**config.mk**
```make
export PLATFORM = sky130hd
export DESIGN_NAME = rggen_demux
export DESIGN_NICKNAME = d
export VERILOG_FILES = /design/src/rtl/rggen_demux_pkg.sv /design/src/rtl/rggen_skid_buffer.sv /design/src/rtl/rggen_demux.sv
export SDC_FILE = /design/constraint.sdc
export NUM_CORES = 1
export LEC_CHECK = 0
export ABC_AREA = 1
export CORE_MARGIN = 2
export CORE_UTILIZATION = 55
export DETAILED_ROUTE_END_ITERATION = 8
export HOLD_SLACK_MARGIN = 0.05
export PLACE_DENSITY = 0.85
export SETUP_SLACK_MARGIN = 0.5
export SLEW_MARGIN = 10
export SYNTH_ARGS = -nofsm -noshare
export SYNTH_HDL_FRONTEND = slang
export SYNTH_SLANG_ARGS = --single-unit
```
**constraint.sdc**
```tcl
create_clock -name i_clk -period 2 [get_ports i_clk]
set_input_delay 0.3 -clock i_clk [delete_from_list [all_inputs] [get_ports i_clk]]
set_output_delay 0.3 -clock i_clk [all_outputs]
set_load 0.05 [all_outputs]
```
**src/rtl/rggen_demux_pkg.sv**
```systemverilog
// rtl/rggen_demux_pkg.sv - shared helpers for rggen request distribution blocks
package rggen_demux_pkg;

    // Widest select vector the one-hot check supports; callers zero-extend into it.
    localparam int MAX_SELECT_WIDTH = 64;

    // Slots are carried as packed vectors {select, data} because the slot layout
    // depends on WIDTH/ENTRIES chosen at the use site.

    // True when exactly one bit is set; zero or multiple bits is a bad select.
    function automatic logic is_onehot(input logic [MAX_SELECT_WIDTH-1:0] sel);
        logic [MAX_SELECT_WIDTH-1:0] low_cleared;
        low_cleared = sel & (sel - MAX_SELECT_WIDTH'(1));
        return (sel != '0) && (low_cleared == '0);
    endfunction

endpackage

```
**src/rtl/rggen_skid_buffer.sv**
```systemverilog
// rtl/rggen_skid_buffer.sv - two-slot registered valid/ready stage with skid slot
module rggen_skid_buffer #(
    parameter int WIDTH = 34
) (
    input  logic             i_clk,
    input  logic             i_rst_n,
    input  logic             i_valid,
    output logic             o_ready,
    input  logic [WIDTH-1:0] i_data,
    output logic             o_valid,
    input  logic             i_ready,
    output logic [WIDTH-1:0] o_data
);

    logic             main_valid;
    logic [WIDTH-1:0] main_data;
    logic             skid_valid;
    logic [WIDTH-1:0] skid_data;
    logic             up_xfer;
    logic             dn_xfer;

    // Upstream ready comes straight from a flop, so downstream ready never
    // reaches it combinationally.
    assign o_ready = !skid_valid;
    assign o_valid = main_valid;
    assign o_data  = main_data;

    assign up_xfer = i_valid && !skid_valid;
    assign dn_xfer = main_valid && i_ready;

    // Slot occupancy: skid refills main on drain, otherwise new data lands in
    // main when it is free (or freeing this cycle) and in skid when it is not.
    always_ff @(posedge i_clk or negedge i_rst_n) begin
        if (!i_rst_n) begin
            main_valid <= 1'b0;
            skid_valid <= 1'b0;
        end else if (skid_valid) begin
            if (dn_xfer) begin
                skid_valid <= 1'b0;
            end
        end else if (up_xfer) begin
            if (!main_valid || dn_xfer) begin
                main_valid <= 1'b1;
            end else begin
                skid_valid <= 1'b1;
            end
        end else if (dn_xfer) begin
            main_valid <= 1'b0;
        end
    end

    // Slot payloads only load on a fill, so o_data holds while main is empty.
    always_ff @(posedge i_clk or negedge i_rst_n) begin
        if (!i_rst_n) begin
            main_data <= '0;
            skid_data <= '0;
        end else if (skid_valid) begin
            if (dn_xfer) begin
                main_data <= skid_data;
            end
        end else if (up_xfer) begin
            if (!main_valid || dn_xfer) begin
                main_data <= i_data;
            end else begin
                skid_data <= i_data;
            end
        end
    end

endmodule

```
**src/rtl/rggen_demux.sv**
```systemverilog
// rtl/rggen_demux.sv - one-hot request demux with skid buffering and bad-select counting
module rggen_demux #(
    parameter int WIDTH       = 32,
    parameter int ENTRIES     = 2,
    parameter int COUNT_WIDTH = 8
) (
    input  logic                   i_clk,
    input  logic                   i_rst_n,
    input  logic                   i_valid,
    output logic                   o_ready,
    input  logic [ENTRIES-1:0]     i_select,
    input  logic [WIDTH-1:0]       i_data,
    output logic [ENTRIES-1:0]     o_valid,
    input  logic [ENTRIES-1:0]     i_ready,
    output logic [WIDTH-1:0]       o_data,
    output logic                   o_error,
    output logic [COUNT_WIDTH-1:0] o_error_count
);

    import rggen_demux_pkg::*;

    localparam int PAYLOAD_WIDTH = WIDTH + ENTRIES;

    logic                     select_good;
    logic [ENTRIES-1:0]       stored_select;
    logic                     buf_in_valid;
    logic                     buf_ready;
    logic                     main_valid;
    logic [PAYLOAD_WIDTH-1:0] main_payload;
    logic [ENTRIES-1:0]       main_select;
    logic                     target_ready;
    logic                     bad_xfer;
    logic                     error_q;
    logic [COUNT_WIDTH-1:0]   error_count_q;

    // A single target needs no select; treat it as always addressed.
    generate
        if (ENTRIES == 1) begin : g_single
            logic unused_select;
            assign unused_select = ^i_select;
            assign select_good   = 1'b1;
            assign stored_select = '1;
        end else begin : g_multi
            logic [MAX_SELECT_WIDTH-1:0] select_ext;
            assign select_ext    = MAX_SELECT_WIDTH'(i_select);
            assign select_good   = is_onehot(select_ext);
            assign stored_select = i_select;
        end
    endgenerate

    // Bad requests are consumed here and never enter storage.
    assign buf_in_valid = i_valid && select_good;
    assign bad_xfer     = i_valid && buf_ready && !select_good;

    assign {main_select, o_data} = main_payload;
    assign o_valid      = {ENTRIES{main_valid}} & main_select;
    assign target_ready = |(o_valid & i_ready);
    assign o_ready      = buf_ready;

    rggen_skid_buffer #(
        .WIDTH (PAYLOAD_WIDTH)
    ) u_skid_buffer (
        .i_clk   (i_clk),
        .i_rst_n (i_rst_n),
        .i_valid (buf_in_valid),
        .o_ready (buf_ready),
        .i_data  ({stored_select, i_data}),
        .o_valid (main_valid),
        .i_ready (target_ready),
        .o_data  (main_payload)
    );

    // One-cycle error pulse following each discarded request.
    always_ff @(posedge i_clk or negedge i_rst_n) begin
        if (!i_rst_n) begin
            error_q <= 1'b0;
        end else begin
            error_q <= bad_xfer;
        end
    end

    // Saturating count of discarded requests.
    always_ff @(posedge i_clk or negedge i_rst_n) begin
        if (!i_rst_n) begin
            error_count_q <= '0;
        end else if (bad_xfer && (error_count_q != '1)) begin
            error_count_q <= error_count_q + COUNT_WIDTH'(1);
        end
    end

    assign o_error       = error_q;
    assign o_error_count = error_count_q;

endmodule

```
Word-level counts from Yosys, hierarchy flattened
Cells that the tools add are included.

word-level totals
  bits in registers = 79
  latch bits = 0
  bits in writable memories = 0
  ROM bits = 0
  input port bits = 39
  output and inout bits = 44
  memories = 0

operators by class
  add/subtract/negate cells = 2
  $mul = 0
  div/mod/pow operators = 0
  order comparisons = 0
  eq/ne operators = 3
  shifts and indexed selects = 0
  muxes and demuxes = 11
  bitwise operators = 5
  reductions and logical operators = 20

operators by type and width
  operator             count
  $mux 34              4
  $and 2x64->64        1
  $logic_not 64->1     1
  $reduce_bool 64->1   1
  $reduce_and 3->1     3
  $add 8x1->8 const B  1
  $ne 8x8->1 const B   1
  $logic_and 1x1->1    7
  $mux 1               7
  $reduce_bool 2->1    3
  $and 2x2->2          2
  $ne 2x2->1 const B   2
  $logic_not 1->1      3
  $sub 2x1->3 const B  1
  $not 1->1            2
  $reduce_or 2->1      1
  $logic_or 1x1->1     1

Longest topological paths before layout
  depth in word-level cells = 8
  mapped depth = 9
  gate-level depth less buffers = 7

Hierarchy
Synthesis repeated with hierarchy kept, for this count alone.

second synthesis, totals
  cell total of the unflattened synthesis = 503
  area total of the unflattened synthesis = 3,906.2 um2

modules (own cells, without submodules)
  module             times used  cells each  area an instance (um2)  seq. area each (um2)
  rggen_skid_buffer  1           417         3,323.2                 1,751.7
  rggen_demux        1           86          583.1                   225.2

Worst setup path before layout
OpenSTA, ideal clock, no wires.

  path kind = register -> register
  start = register error_count_q[1] (netlist: o_error_count[1])
  end = register error_count_q[4] (netlist: o_error_count[4])
  library setup time = 66 ps
  arrival time = 1,638 ps
  data required time = 1,934 ps
  setup slack = 296 ps
  cell stages (with the launch flop) = 6
  path buffers = 0
  cells stage by stage = dfrtp_1 -> ha_1 -> nand3_1 -> o21ai_1 -> nand2_1 -> nand2_1

on the way
  cells in the longest elaborated chain, start to end = 2

RTL lines
  what                                                                 RTL line           RTL
  from (decl)                                                          rggen_demux.sv:34  logic [COUNT_WIDTH-1:0] error_count_q;
  from (signal assigned)                                               rggen_demux.sv:87  error_count_q <= error_count_q + COUNT_WIDTH'(1);
  parallel branches: the longest is 2 deep, another holds $add 8x1->8  --

Parallel ways; which one is timed is not known.
A chain may end at the register's enable or synchronous reset.

Worst setup path in the final report
  start = register u_skid_buffer.main_valid (netlist: u_skid_buffer.o_valid)
  end = output o_valid[0]

on the way
  cells in the longest elaborated chain, start to end = 1

RTL lines
  what                    RTL line                 RTL
  from (decl)             rggen_skid_buffer.sv:15  logic main_valid;
  from (signal assigned)  rggen_skid_buffer.sv:35  main_valid <= 1'b0;
  from (signal assigned)  rggen_skid_buffer.sv:43  main_valid <= 1'b1;
  from (signal assigned)  rggen_skid_buffer.sv:48  main_valid <= 1'b0;
  $and 2x2->2             rggen_demux.sv:56        assign o_valid = {ENTRIES{main_valid}} & main_select;
  to (decl)               rggen_demux.sv:13        output logic [ENTRIES-1:0] o_valid,

No other way between the ends.

==> impl_metrics.toml <==
[critical_path]
arrival_ns = 1.21
crit_type = "reg -> out"
endpoint_kind = "primary output"
crit_fanout = 6
startpoint_type = "register"
slowest_stage = "dfrtp_2"
slowest_delay_ns = 0.47
cp.required_ns = 1.70
path_cells = "nand2_1 > inv_1 > buf_2"

[power]
pwr_density_cell_mw_per_mm2 = 1650
leakagePower_nw = 2.50
ir_drop_uv = 940

[run_status]
status = "complete, no violations"

[timing]
period_minus_slack_ns = 1.51
layout_setup_ws_ns = 0.486
slew_headroom_pct = 66.2
hold_viol = 0
grt_setup_unrepaired = "true"
clock.fmax_ghz = 0.660
drv_slew = 0
finalClockSkew_ns = 0.00780
fin_crit_sh_pct = 75.7
holdWs_ns = 0.185
setup_tns_ns = 0
worst_pin_slew_ns = 0.507
setup_violations = 0

[die]
ios = 83
die_y_um = 89.2
start_util_pct = 56.0
rows = 31
dieArea_mm2 = 0.00796
core_area_mm2 = 0.00714
die_w_um = 89.2

[drt]
firstDrtPassIters = 5
vias_per_cell = 5.40
route.vias.total = 3529
finalWirelength_um = 9330
wire_per_inst_um = 14.3
antenna_left = 0
drt-initial-drc-count = 219
drc = 0

[yosys]
synthTopCellsByArea = "dfrtp_1 49%, nand2_1 17%, o21ai_0 7.5%"
ys_seq_area_share_pct = 49.5
postSynthCellCount = 497
avgSynthCellArea_um2 = 8.04
yosysWarnings = 0
yosysUniqueCellTypes = 25
yosys.area.top_type_share_pct = 49.5
syn_nets = 537
yosysTopAreaCell = "dfrtp_1"
netlist_area_mm2 = 0.00400
synth_seq_cells = 79

[cells_and_area]
n_antenna_cell = 0
layout-drive-gt1-share_pct = 17.8
syn_to_final_growth_pct = 25.2
nets = 590

[place]
portBuffers = 82
pre_cts_ws_ns = 0.0860
gp_congestion = 0.865
hpwl_um = 5820

[cts]
cts_made_buffers = 9
clock_sinks = 79
cts.clk_slew.worst_paths_ns = 0.09
cts_tree = "done"
root_buffer = "clkbuf_8"
ctsHtreeMaxLevel = 3
clk_latency_ns = 0.35
clockBufferDepth = 2

[global_routing]
first_global_vias = 3317
antenna_found_initial = 0
gr-total-overflow = 0
grt_pass1_wl_um = 15000
track_usage_pct = 24.4
grt_max_degree = 56

[run]
maxCapViolations = 0

[worst_hold_path]
hp-class = "in -> reg"
Yosys cell counts (all sizes together):
cell    number
clkinv       1
o21ai       71
dfrtp       79
buf         52
xor2         1
inv         45
xnor2        2
nand4       36
nor2         5
nor3         1
ha           1
clkbuf       7
nand3       13
nand2      181
nand3b       1
a21oi        1
state kept, by name, indices dropped and copies added (netlist names):
register and count:
u_skid_buffer.skid_data 34, o_error_count 8, u_skid_buffer.skid_valid 1, o_error 1, u_skid_buffer.o_valid 1, u_skid_buffer.o_data 34
per-layer routing:
layer	wire length (um)	part of all wire (%)	vias up	track usage, %
met5	0	0	-	0
met4	156	1.7	0	9.50
met3	619	6.6	17	3.60
met2	4570	49	167	39.9
met1	3980	43	1668	33.0
li1	-	-	1677	-
cells by family (layout without fill, tap and decap cells):
family,Yosys count,in the layout,share of synthesized area [%]
AND/OR/NAND/NOR,237,238,26.0
adder cells (fa/ha/maj),1,1,0.313
buffers and inverters,105,162,14.5
XOR/XNOR,3,3,0.658
flip-flops,79,79,49.5
AO/OA/AOI/OAI,72,72,9.02
final cells by class:
type / count / area (um2)
Clock inverter: 6 / 46.3
Multi-Input combinational cell: 314 / 1520
Inverter: 46 / 174
Tap cell: 99 / 124
Sequential cell: 79 / 1980
Fill cell: 539 / 2130
Timing Repair Buffer: 100 / 1020
Clock buffer: 10 / 138
repair_timing:
item,4_1_cts,5_1_grt
hold buffers,1,0
pin swaps,1,5
hold endpoints to repair,36,0
setup buffers,2,2
cloned,1,2
endpoints found under the setup margin,104,78
gates resized for setup,134,24
critical path: cells and delay by family, from the launching register on:
family	cells	cell delay (ns)
simple gates	1	0.10
buf+inv	2	0.30
flops	1	0.47
final timing paths:
kind,to,start,cells after the start,slack (ns)
max in group asynchronous,u_skid_buffer.skid_valid,i_rst_n,3,0.95
max reg2reg,u_skid_buffer.skid_data[12],u_skid_buffer.o_valid,7,0.53
min reg2reg,u_skid_buffer.o_data[1],u_skid_buffer.o_data[1],2,0.48
min,u_skid_buffer.skid_data[32],i_select[1],2,0.18
max,o_valid[0],u_skid_buffer.o_valid,3,0.49
min in group asynchronous,u_skid_buffer.skid_data[24],i_rst_n,2,0.46
placed cells by master, fill, tap and decap left out, drive strengths merged:
| master | count |
|---|---|
| clkinv | 2 |
| nand2 | 181 |
| inv | 45 |
| clkdlybuf4s50 | 36 |
| buf | 24 |
| xor2 | 1 |
| clkdlybuf4s18 | 1 |
| nor2 | 5 |
| clkbuf | 16 |
| clkinvlp | 5 |
| nand3 | 14 |
| xnor2 | 2 |
| a21oi | 1 |
| nand3b | 1 |
| dfrtp | 79 |
| nor3 | 1 |
| o21ai | 71 |
| nand4 | 36 |
| ha | 1 |
| dlymetal6s2s | 1 |
| clkdlybuf4s15 | 31 |
| dlygate4sd3 | 1 |
through the flow:
stage	util, %	power (mW)	cell area [um2]	cells
final	70.1	8.28	5000	654
after global routing	70.1	8.84	5000	654
after CTS	69.1	8.17	4930	650
after detailed placement	65.2	7.06	4660	630
after global placement	65.2	6.91	4660	630
after floorplan	-	6.20	4000	497
report_power, final:
part / internal [mW] / switching [mW] / total (mW)
logic: 1.40 / 3.03 / 4.43
clock network: 0.486 / 0.600 / 1.09
registers: 2.30 / 0.468 / 2.77
total: 4.18 / 4.10 / 8.28
Power figures use the tool's default switching activity.
